===== src/rtl/mef_caixa_pkg.sv =====
// Shared definitions for the tank-level controller and the irrigation validator.
// Provides the FSM state encoding, the published mef1 codes, the registered output
// bundle and the Moore decode from state to outputs.
package mef_caixa_pkg;

  typedef enum logic [2:0] {
    CRITICO  = 3'd0,
    ENCHENDO = 3'd1,
    NORMAL   = 3'd2,
    DRENANDO = 3'd3,
    LIMPANDO = 3'd4,
    ERRO     = 3'd5
  } estado_t;

  localparam logic [1:0] MEF1_CRITICO  = 2'b00;
  localparam logic [1:0] MEF1_ENCHENDO = 2'b01;
  localparam logic [1:0] MEF1_LIMPEZA  = 2'b10;
  localparam logic [1:0] MEF1_NORMAL   = 2'b11;

  typedef struct packed {
    logic [1:0] mef1;
    logic       ve;
    logic       vs;
    logic       limpeza;
    logic       erro_nivel;
  } saidas_t;

  // Moore output decode; VE and VS are never both set and VE is never set in NORMAL.
  function automatic saidas_t decodifica(input estado_t st);
    saidas_t s;
    s = '0;
    case (st)
      CRITICO:  begin s.mef1 = MEF1_CRITICO;  s.ve = 1'b1; end
      ENCHENDO: begin s.mef1 = MEF1_ENCHENDO; s.ve = 1'b1; end
      NORMAL:   begin s.mef1 = MEF1_NORMAL; end
      DRENANDO: begin s.mef1 = MEF1_LIMPEZA;  s.vs = 1'b1; s.limpeza = 1'b1; end
      LIMPANDO: begin s.mef1 = MEF1_LIMPEZA;  s.limpeza = 1'b1; end
      ERRO:     begin s.mef1 = MEF1_CRITICO;  s.erro_nivel = 1'b1; end
      default:  begin s.mef1 = MEF1_CRITICO; end
    endcase
    return s;
  endfunction

endpackage


===== src/rtl/mef_caixa_if.sv =====
// Sensor/request inputs and valve/status outputs of the tank controller.
//   master: drives sensors and req_limpeza, observes status (environment side)
//   slave : the controller itself
interface mef_caixa_if;
  logic       s_baixo;
  logic       s_medio;
  logic       s_alto;
  logic       req_limpeza;
  logic [1:0] mef1;
  logic       VE;
  logic       VS;
  logic       limpeza;
  logic       erro_nivel;

  modport master (
    output s_baixo, s_medio, s_alto, req_limpeza,
    input  mef1, VE, VS, limpeza, erro_nivel
  );

  modport slave (
    input  s_baixo, s_medio, s_alto, req_limpeza,
    output mef1, VE, VS, limpeza, erro_nivel
  );
endinterface


===== src/rtl/mef_caixa_filtro_sensor.sv =====
// Level-sensor filter: 2-FF synchronizer followed by a debounce counter.
// f only takes a new value after the synchronized input has held it DEB consecutive
// cycles, giving a raw->f latency of DEB+2 cycles.
//   clk, rst_n : clock, async active-low reset
//   d          : raw asynchronous sensor
//   f          : filtered sensor value
module mef_caixa_filtro_sensor #(
  parameter int unsigned DEB = 4
) (
  input  logic clk,
  input  logic rst_n,
  input  logic d,
  output logic f
);

  localparam int unsigned CW = $clog2(DEB + 1);

  logic          s1;
  logic          s2;
  logic [CW-1:0] cnt;

  // Synchronizer plus run-length counter of cycles where s2 disagrees with f.
  always_ff @(posedge clk or negedge rst_n) begin
    if (!rst_n) begin
      s1  <= 1'b0;
      s2  <= 1'b0;
      cnt <= '0;
      f   <= 1'b0;
    end else begin
      s1 <= d;
      s2 <= s1;
      if (s2 != f) begin
        if (cnt == CW'(DEB - 1)) begin
          f   <= s2;
          cnt <= '0;
        end else begin
          cnt <= cnt + CW'(1);
        end
      end else begin
        cnt <= '0;
      end
    end
  end

endmodule


===== src/rtl/mef_caixa.sv =====
// Tank-level controller: filters the three level sensors, checks their consistency and
// runs the fill/drain/cleaning state machine driving the inlet (VE) and drain (VS) valves.
//   clk, rst_n : clock, async active-low reset
//   bus        : sensors + req_limpeza in; mef1, VE, VS, limpeza, erro_nivel out
module mef_caixa
  import mef_caixa_pkg::*;
#(
  parameter int unsigned DEB         = 4,
  parameter int unsigned LIMP_CICLOS = 8,
  parameter int unsigned LIMP_TEMPO  = 16
) (
  input  logic        clk,
  input  logic        rst_n,
  mef_caixa_if.slave  bus
);

  localparam int unsigned CW_FILL = $clog2(LIMP_CICLOS + 1);
  localparam int unsigned CW_TIM  = $clog2(LIMP_TEMPO + 1);

  logic f_baixo, f_medio, f_alto;
  logic erro;

  estado_t              st, st_nxt;
  logic [CW_FILL-1:0]   fill, fill_nxt;
  logic [CW_TIM-1:0]    tim, tim_nxt;
  saidas_t              saida_q, saida_nxt;

  mef_caixa_filtro_sensor #(.DEB(DEB)) u_filtro_baixo (
    .clk(clk), .rst_n(rst_n), .d(bus.s_baixo), .f(f_baixo));
  mef_caixa_filtro_sensor #(.DEB(DEB)) u_filtro_medio (
    .clk(clk), .rst_n(rst_n), .d(bus.s_medio), .f(f_medio));
  mef_caixa_filtro_sensor #(.DEB(DEB)) u_filtro_alto (
    .clk(clk), .rst_n(rst_n), .d(bus.s_alto), .f(f_alto));

  // A higher mark wet while a lower one is dry is physically impossible.
  assign erro = (f_alto & ~f_medio) | (f_medio & ~f_baixo) | (f_alto & ~f_baixo);

  // State, fill counter, cleaning timer and registered outputs.
  always_ff @(posedge clk or negedge rst_n) begin
    if (!rst_n) begin
      st      <= CRITICO;
      fill    <= '0;
      tim     <= '0;
      saida_q <= '0;
    end else begin
      st      <= st_nxt;
      fill    <= fill_nxt;
      tim     <= tim_nxt;
      saida_q <= saida_nxt;
    end
  end

  // Next state; outputs are the decode of the next state so they line up with st.
  always_comb begin
    st_nxt   = st;
    fill_nxt = fill;
    tim_nxt  = tim;
    if (erro) begin
      st_nxt = ERRO;
    end else begin
      case (st)
        CRITICO: if (f_baixo) st_nxt = ENCHENDO;
        ENCHENDO: begin
          if (f_alto) begin
            st_nxt = NORMAL;
            if (fill != CW_FILL'(LIMP_CICLOS)) fill_nxt = fill + CW_FILL'(1);
          end else if (!f_baixo) begin
            st_nxt = CRITICO;
          end
        end
        NORMAL: begin
          if (!f_baixo)                                           st_nxt = CRITICO;
          else if (bus.req_limpeza || fill == CW_FILL'(LIMP_CICLOS)) st_nxt = DRENANDO;
          else if (!f_medio)                                      st_nxt = ENCHENDO;
        end
        DRENANDO: begin
          if (!f_baixo) begin
            st_nxt   = LIMPANDO;
            tim_nxt  = '0;
            fill_nxt = '0;
          end
        end
        LIMPANDO: begin
          if (tim == CW_TIM'(LIMP_TEMPO - 1)) st_nxt = CRITICO;
          else                                tim_nxt = tim + CW_TIM'(1);
        end
        ERRO:    st_nxt = CRITICO;
        default: st_nxt = CRITICO;
      endcase
    end
    saida_nxt = decodifica(st_nxt);
  end

  assign bus.mef1       = saida_q.mef1;
  assign bus.VE         = saida_q.ve;
  assign bus.VS         = saida_q.vs;
  assign bus.limpeza    = saida_q.limpeza;
  assign bus.erro_nivel = saida_q.erro_nivel;

endmodule


===== src/flat_wrapper.sv =====
// flat-port wrapper written by rule: the top's interface ports become plain ports
module mef_caixa_flat import mef_caixa_pkg::*;
#(
  parameter int unsigned DEB         = 4,
  parameter int unsigned LIMP_CICLOS = 8,
  parameter int unsigned LIMP_TEMPO  = 16
)
  (clk, rst_n, bus_s_baixo, bus_s_medio, bus_s_alto, bus_req_limpeza, bus_mef1, bus_VE, bus_VS, bus_limpeza, bus_erro_nivel);
  mef_caixa_if bus_i ();
  input  logic clk;
  input  logic rst_n;
  input wire logic [$bits(bus_i.s_baixo)-1:0] bus_s_baixo;
  input wire logic [$bits(bus_i.s_medio)-1:0] bus_s_medio;
  input wire logic [$bits(bus_i.s_alto)-1:0] bus_s_alto;
  input wire logic [$bits(bus_i.req_limpeza)-1:0] bus_req_limpeza;
  output wire logic [$bits(bus_i.mef1)-1:0] bus_mef1;
  output wire logic [$bits(bus_i.VE)-1:0] bus_VE;
  output wire logic [$bits(bus_i.VS)-1:0] bus_VS;
  output wire logic [$bits(bus_i.limpeza)-1:0] bus_limpeza;
  output wire logic [$bits(bus_i.erro_nivel)-1:0] bus_erro_nivel;
  assign bus_i.s_baixo = bus_s_baixo;
  assign bus_i.s_medio = bus_s_medio;
  assign bus_i.s_alto = bus_s_alto;
  assign bus_i.req_limpeza = bus_req_limpeza;
  assign bus_mef1 = bus_i.mef1;
  assign bus_VE = bus_i.VE;
  assign bus_VS = bus_i.VS;
  assign bus_limpeza = bus_i.limpeza;
  assign bus_erro_nivel = bus_i.erro_nivel;
  mef_caixa #(.DEB(DEB), .LIMP_CICLOS(LIMP_CICLOS), .LIMP_TEMPO(LIMP_TEMPO)) u_core (.clk(clk), .rst_n(rst_n), .bus(bus_i));
endmodule

===== config.mk =====
export PLATFORM = sky130hd
export DESIGN_NAME = mef_caixa_flat
export DESIGN_NICKNAME = d
export VERILOG_FILES = /design/src/rtl/mef_caixa_pkg.sv /design/src/rtl/mef_caixa_if.sv /design/src/rtl/mef_caixa_filtro_sensor.sv /design/src/rtl/mef_caixa.sv /design/src/flat_wrapper.sv
export SDC_FILE = /design/constraint.sdc
export NUM_CORES = 1
export LEC_CHECK = 0
export BUFFER_PORTS_ARGS = -buffer_cell sky130_fd_sc_hd__buf_2
export CORE_MARGIN = 5
export CORE_UTILIZATION = 30
export DETAILED_ROUTE_END_ITERATION = 8
export SYNTH_ARGS = -nofsm -noshare
export SYNTH_HDL_FRONTEND = slang
export SYNTH_SLANG_ARGS = --single-unit

===== constraint.sdc =====
create_clock -name clk -period 3.31 [get_ports clk]
set_clock_uncertainty 0.1 [all_clocks]
set_input_delay 0.8275 -clock clk [delete_from_list [all_inputs] [get_ports clk]]
set_output_delay 0.8275 -clock clk [all_outputs]
set_load 0.01 [all_outputs]

==> results.cfg, run 1 <==
[synthesis]
synth_most_common_cell = dfrtp_1
synth.largest_area_cell = dfrtp_1
ys.flop_type = dfrtp_1
syn_area_um2 = 1560
synth_top_family_by_area = simple AND/OR/NAND/NOR gates
synth-seq-area-share_pct = 57.7
synthArstFlopShare_pct = 100
ys_top_cells_by_area = dfrtp_1 (58%), ha_1 (5.6%), o21ai_0 (3.5%)
yosys.cell_types.count = 35
synthTopCellsByCount = dfrtp_1 (36), o21ai_0 (11), ha_1 (7), nand2_1 (7), nor2b_1 (7)
synthesis.nets = 142
avgSynthCellArea_um2 = 12.1
synth-xor-area-share_pct = 1.68
synth_compound_area_share_pct = 11.2
muxShareOfSynthArea_pct = 2.16
synth_top_area_share_pct = 57.7
synth-adder-area-share_pct = 5.61
synth_seq_cells = 36
synth_edf_count = 0
synthSimpleGateAreaFrac_pct = 19.0
netlist_instances = 129
yosys_warnings = 0

[grt]
grt_use_met2_pct = 15.7
grt_pass1_vias = 1088
met1_usage_pct = 10.5
grt_max_degree = 37
overflow = 0
use_met3_pct = 2.93
grt_pass1_wl_um = 4780
grt_use_total_pct = 9.24
top_usage_layer = met2
grt_antenna_before_repair = 0

[setup_path]
worst-setup-path-type = register to register
cp.required_ns = 3.42
critPathLaunch = u_core.tim[0]
worst_setup_path_start_kind = register
cp.arrival_ns = 2.34
r2r_start = u_core.tim[0]
worstPathMaxFanout = 8
r2r_slack_ns = 1.08
r2r_cells = 7
r2r_end = u_core.tim[3]
endpoint_kind = register

[final_layout]
antenna_cells = 0
final_cells = 215
drive_above_1_share_pct = 17.2
layout.nets = 157
finalCoreUtilization_pct = 35.0
area_growth_pct = 13.7

[detailed_routing]
firstDrtPassIters = 4
drt-total-wl_um = 2610
vias = 1004
first_iter_violations = 119
drc = 0
vias_per_cell = 4.67
wl_per_cell_um = 12.1
antenna_left = 0

[clocking]
worst_skew_pair.late_latency_ns = 0.28
postCtsSetupBuffers = 0
cts_tree = yes
cts.sinks = 36
h-tree-depth = 2
cts_made_buffers = 5
root_buffer = clkbuf_8
cts_buffer_depth = 2
cts.repair.resized = 0
clk_pin_slew_ns = 0.07
hold_buffers = 0

[timing]
min_period_ns = 2.23
timing.fmax_ghz = 0.448
finalHoldViolations = 0
max_slew.worst_pin.slew_ns = 0.760
setup_viol = 0
period_share_pct = 67.5
setup_ws_ns = 1.08
slew_viol_final = 0
relSlewSlack_pct = 49.3
rsz0062_at_grt = false
fin_setup_tns_ns = 0

[die]
die_w_um = 82.1
die_y_um = 82.1
num_io_pins = 12
fp.coreArea_um2 = 5070
die-area_um2 = 6750
num_rows = 26
initial_utilization_pct = 30.8

[outcome]
status = finished, final reports clean

[placement]
hpwl_um = 1990
dpl.cell_count = 207
post-place-ws_ns = 1.11
port_buffers = 11
gp_congestion = 0.761

[power_and_ir_drop]
power.density_nw_per_um2 = 826
p_leak_nw = 0.800
total_power_w = 0.00147
ir_worst_vdd_uv = 282

[run]
cap_violations = 0

[hold_path]
hold_class = register to register
min-delay-start = u_core.u_filtro_alto.s1
hold-path-cell-count = 0
holdPathEnd = u_core.u_filtro_alto.s2
-- critical path, stage by stage, from the launching register on --
cell      delay (ns)
dfrtp_1         0.41
ha_1            0.22
and3_1          0.18
ha_1            0.21
nor4b_4         0.35
o211ai_4        0.16
or3_1           0.39
a21oi_2         0.14
-- layout by cell type (no fill, tap or decap), types with 2 or more instances in the layout --
cell type  Yosys  final
dfrtp_1       36     36
o21ai_0       11     11
buf_2          0     11
nand2_1        7      7
nor2b_1        7      7
ha_1           7      7
inv_1          6      6
nor3b_1        6      6
clkbuf_8       0      6
nor2_1         4      4
nor3_1         4      4
nand2b_1       3      3
a21oi_1        3      3
xnor2_1        3      3
and3_1         3      3
mux2_2         3      3
o21a_1         2      2
nand3_1        2      2
a32o_1         2      2
or3_1          2      2
clkbuf_1       2      2
-- registers in the layout, summed over array words and instances (netlist names), 2 cells and up --
| name | cells |
|---|---|
| u_core.tim | 5 |
| u_core.st | 3 |
| u_core.u_filtro_baixo.cnt | 3 |
| u_core.u_filtro_medio.cnt | 3 |
| u_core.fill | 4 |
| u_core.bus.mef1 | 2 |
| u_core.u_filtro_alto.cnt | 3 |
-- worst max-delay path by stage --
stage,endpoint,slack (ns),cells after the start
4_1_cts,u_core.tim[3],1.08,7
5_1_grt,u_core.tim[3],0.98,7
3_3_place_gp,u_core.tim[3],1.16,7
3_5_place_dp,u_core.tim[3],1.11,7
2_1_floorplan,u_core.tim[3],1.22,7
6_report,u_core.tim[3],1.08,7
-- routing by layer --
metal	share of wire [%]	wire, um
met3	3.8	98
met2	49	1290
met5	0	0
met1	45	1180
met4	1.5	40
-- cell families after synthesis --
kind of cell,after synthesis
fa+ha+maj,7
mux,3
buf+inv,9
xor+xnor,3
flops,36
compound gates,25
simple gates,46
-- per-stage QoR --
step	hold slack (ns)	instance area (um^2)
2_1_floorplan	0.231	1560
3_3_place_gp	0.234	1690
3_5_place_dp	0.238	1690
4_1_cts	0.253	1780
5_1_grt	0.265	1780
6_report	0.250	1780
-- layout make-up --
type | instances | area (um^2)
clock buffers | 8 | 90.1
fillers | 525 | 3300
inverters | 6 | 22.5
multi-input cells | 84 | 619
flip-flops and latches | 36 | 901
well taps | 70 | 87.6
repair buffers | 11 | 55.1
-- where the power goes --
part | internal (W) | switching (W) | total [W] | leakage (nW)
sequential | 0.000571 | 0.000127 | 0.000699 | 0.457
clock | 0.000170 | 0.000140 | 0.000309 | 0.0455
combinational | 0.000215 | 0.000243 | 0.000458 | 0.297
Note: power is estimated with default switching activity, not from simulation.
==> inputs of run 2 (changes only) <==
clock period = 2.27 ns   (was 3.31 ns; I/O delays follow)
==> results.cfg, run 2 (synthesized netlist as in run 1, its figures left out) <==
[outcome]
status = finished, final reports clean

[clocking]
h-tree-depth = 2
cts.sinks = 36
clk_pin_slew_ns = 0.07
postCtsSetupBuffers = 0
cts_made_buffers = 5
cts_buffer_depth = 2
hold_buffers = 0
cts.repair.resized = 0
cts_tree = yes
worst_skew_pair.late_latency_ns = 0.28
root_buffer = clkbuf_8

[die]
die_y_um = 82.1
initial_utilization_pct = 30.8
num_io_pins = 12
die_w_um = 82.1
num_rows = 26
fp.coreArea_um2 = 5070
die-area_um2 = 6750

[placement]
dpl_cell_area_um2 = 1700
dpl.cell_count = 209
hpwl_um = 2040
port_buffers = 11
gp_congestion = 0.768

[detailed_routing]
drt-total-wl_um = 2750
vias_per_cell = 4.63
antenna_left = 0
vias = 1004
wl_per_cell_um = 12.6
drc = 0
firstDrtPassIters = 4
first_iter_violations = 98

[timing]
min_period_ns = 2.15
max_slew.worst_pin.slew_ns = 0.784
relSlewSlack_pct = 47.8
fin_setup_tns_ns = 0
finalHoldViolations = 0
setup_viol = 0
slew_viol_final = 0
period_share_pct = 94.7
timing.fmax_ghz = 0.465
rsz0062_at_grt = false

[final_layout]
drive_above_1_share_pct = 18.4
final_cells = 217
regMostFlops = u_core.tim
mostFrequentLayoutCells = dfrtp_1 (36), o21ai_0 (11), buf_2 (11)
fin_area_um2 = 1790
final_common_cell = dfrtp_1
layout.nets = 159
reg_top3 = u_core.tim: 5 flops, u_core.fill: 4 flops
antenna_cells = 0
largest_reg_flops = 5
finalCoreUtilization_pct = 35.3
fillers = 519
area_growth_pct = 14.7

[setup_path]
cp.arrival_ns = 2.26
worst_setup_path_start_kind = register
r2r_start = u_core.tim[0]
cp.required_ns = 2.38
worstPathMaxFanout = 8
endpoint_kind = register
critPathLaunch = u_core.tim[0]
worst-setup-path-type = register to register

[grt]
overflow = 0
grt_max_degree = 37
grt_pass1_wl_um = 4860
grt_antenna_before_repair = 0
grt_use_total_pct = 9.77
grt_pass1_vias = 1094

[power_and_ir_drop]
power.density_nw_per_um2 = 1200
ir_worst_vdd_uv = 377
p_leak_nw = 0.810

[run]
cap_violations = 0

[hold_path]
min-delay-start = u_core.u_filtro_alto.s1
hold_class = register to register
[run 2: final timing paths]
path	endpoint	cells past startpoint	slack (ns)
hold reg to reg	u_core.u_filtro_alto.s2	0	0.25
setup / recovery	u_core.tim[3]	7	0.12
min in group asynchronous	u_core.bus.mef1[1]	1	0.27
setup reg to reg	u_core.tim[3]	7	0.12
hold / removal	u_core.u_filtro_alto.s2	0	0.25
max in group asynchronous	u_core.tim[2]	1	1.31
[run 2: critical path: stages, from the launching register on]
cell	delay, ns
dfrtp_1	0.41
ha_1	0.22
and3_1	0.18
ha_1	0.21
nor4b_4	0.30
o211ai_4	0.16
or3_1	0.37
a21oi_2	0.14
[run 2: stage by stage]
| stage | hold WS, ns | total power [W] | setup slack, ns |
|---|---|---|---|
| 3_3_place_gp | 0.234 | 0.00166 | 0.181 |
| 3_5_place_dp | 0.236 | 0.00173 | 0.124 |
| 6_report | 0.248 | 0.00215 | 0.121 |
| 4_1_cts | 0.252 | 0.00219 | 0.105 |
| 2_1_floorplan | 0.172 | 0.00151 | 0.180 |
| 5_1_grt | 0.268 | 0.00234 | 0.0187 |
[run 2: cell type report]
cell class | count | area [um^2] | share of cell area (%)
Clock buffer | 8 | 90.1 | 5.03
Inverter | 6 | 22.5 | 1.26
Multi-Input combinational cell | 84 | 619 | 34.6
Sequential cell | 36 | 901 | 50.3
Tap cell | 70 | 87.6 | 4.89
Timing Repair Buffer | 13 | 70.1 | 3.91
[run 2: metal layers]
layer  vias up  wire length (um)  GRT usage, %
li1        490                 -             -
met1       488              1220          10.8
met2        17              1340          15.9
met3         9               115          4.45
met4         0                66          4.65
met5         -                 0             0
[run 2: power by group]
part           switching, W  internal, W  leakage, nW
Clock              0.000205     0.000247       0.0455
Sequential         0.000185     0.000834        0.457
Combinational      0.000355     0.000327        0.308
Total              0.000745      0.00141        0.810
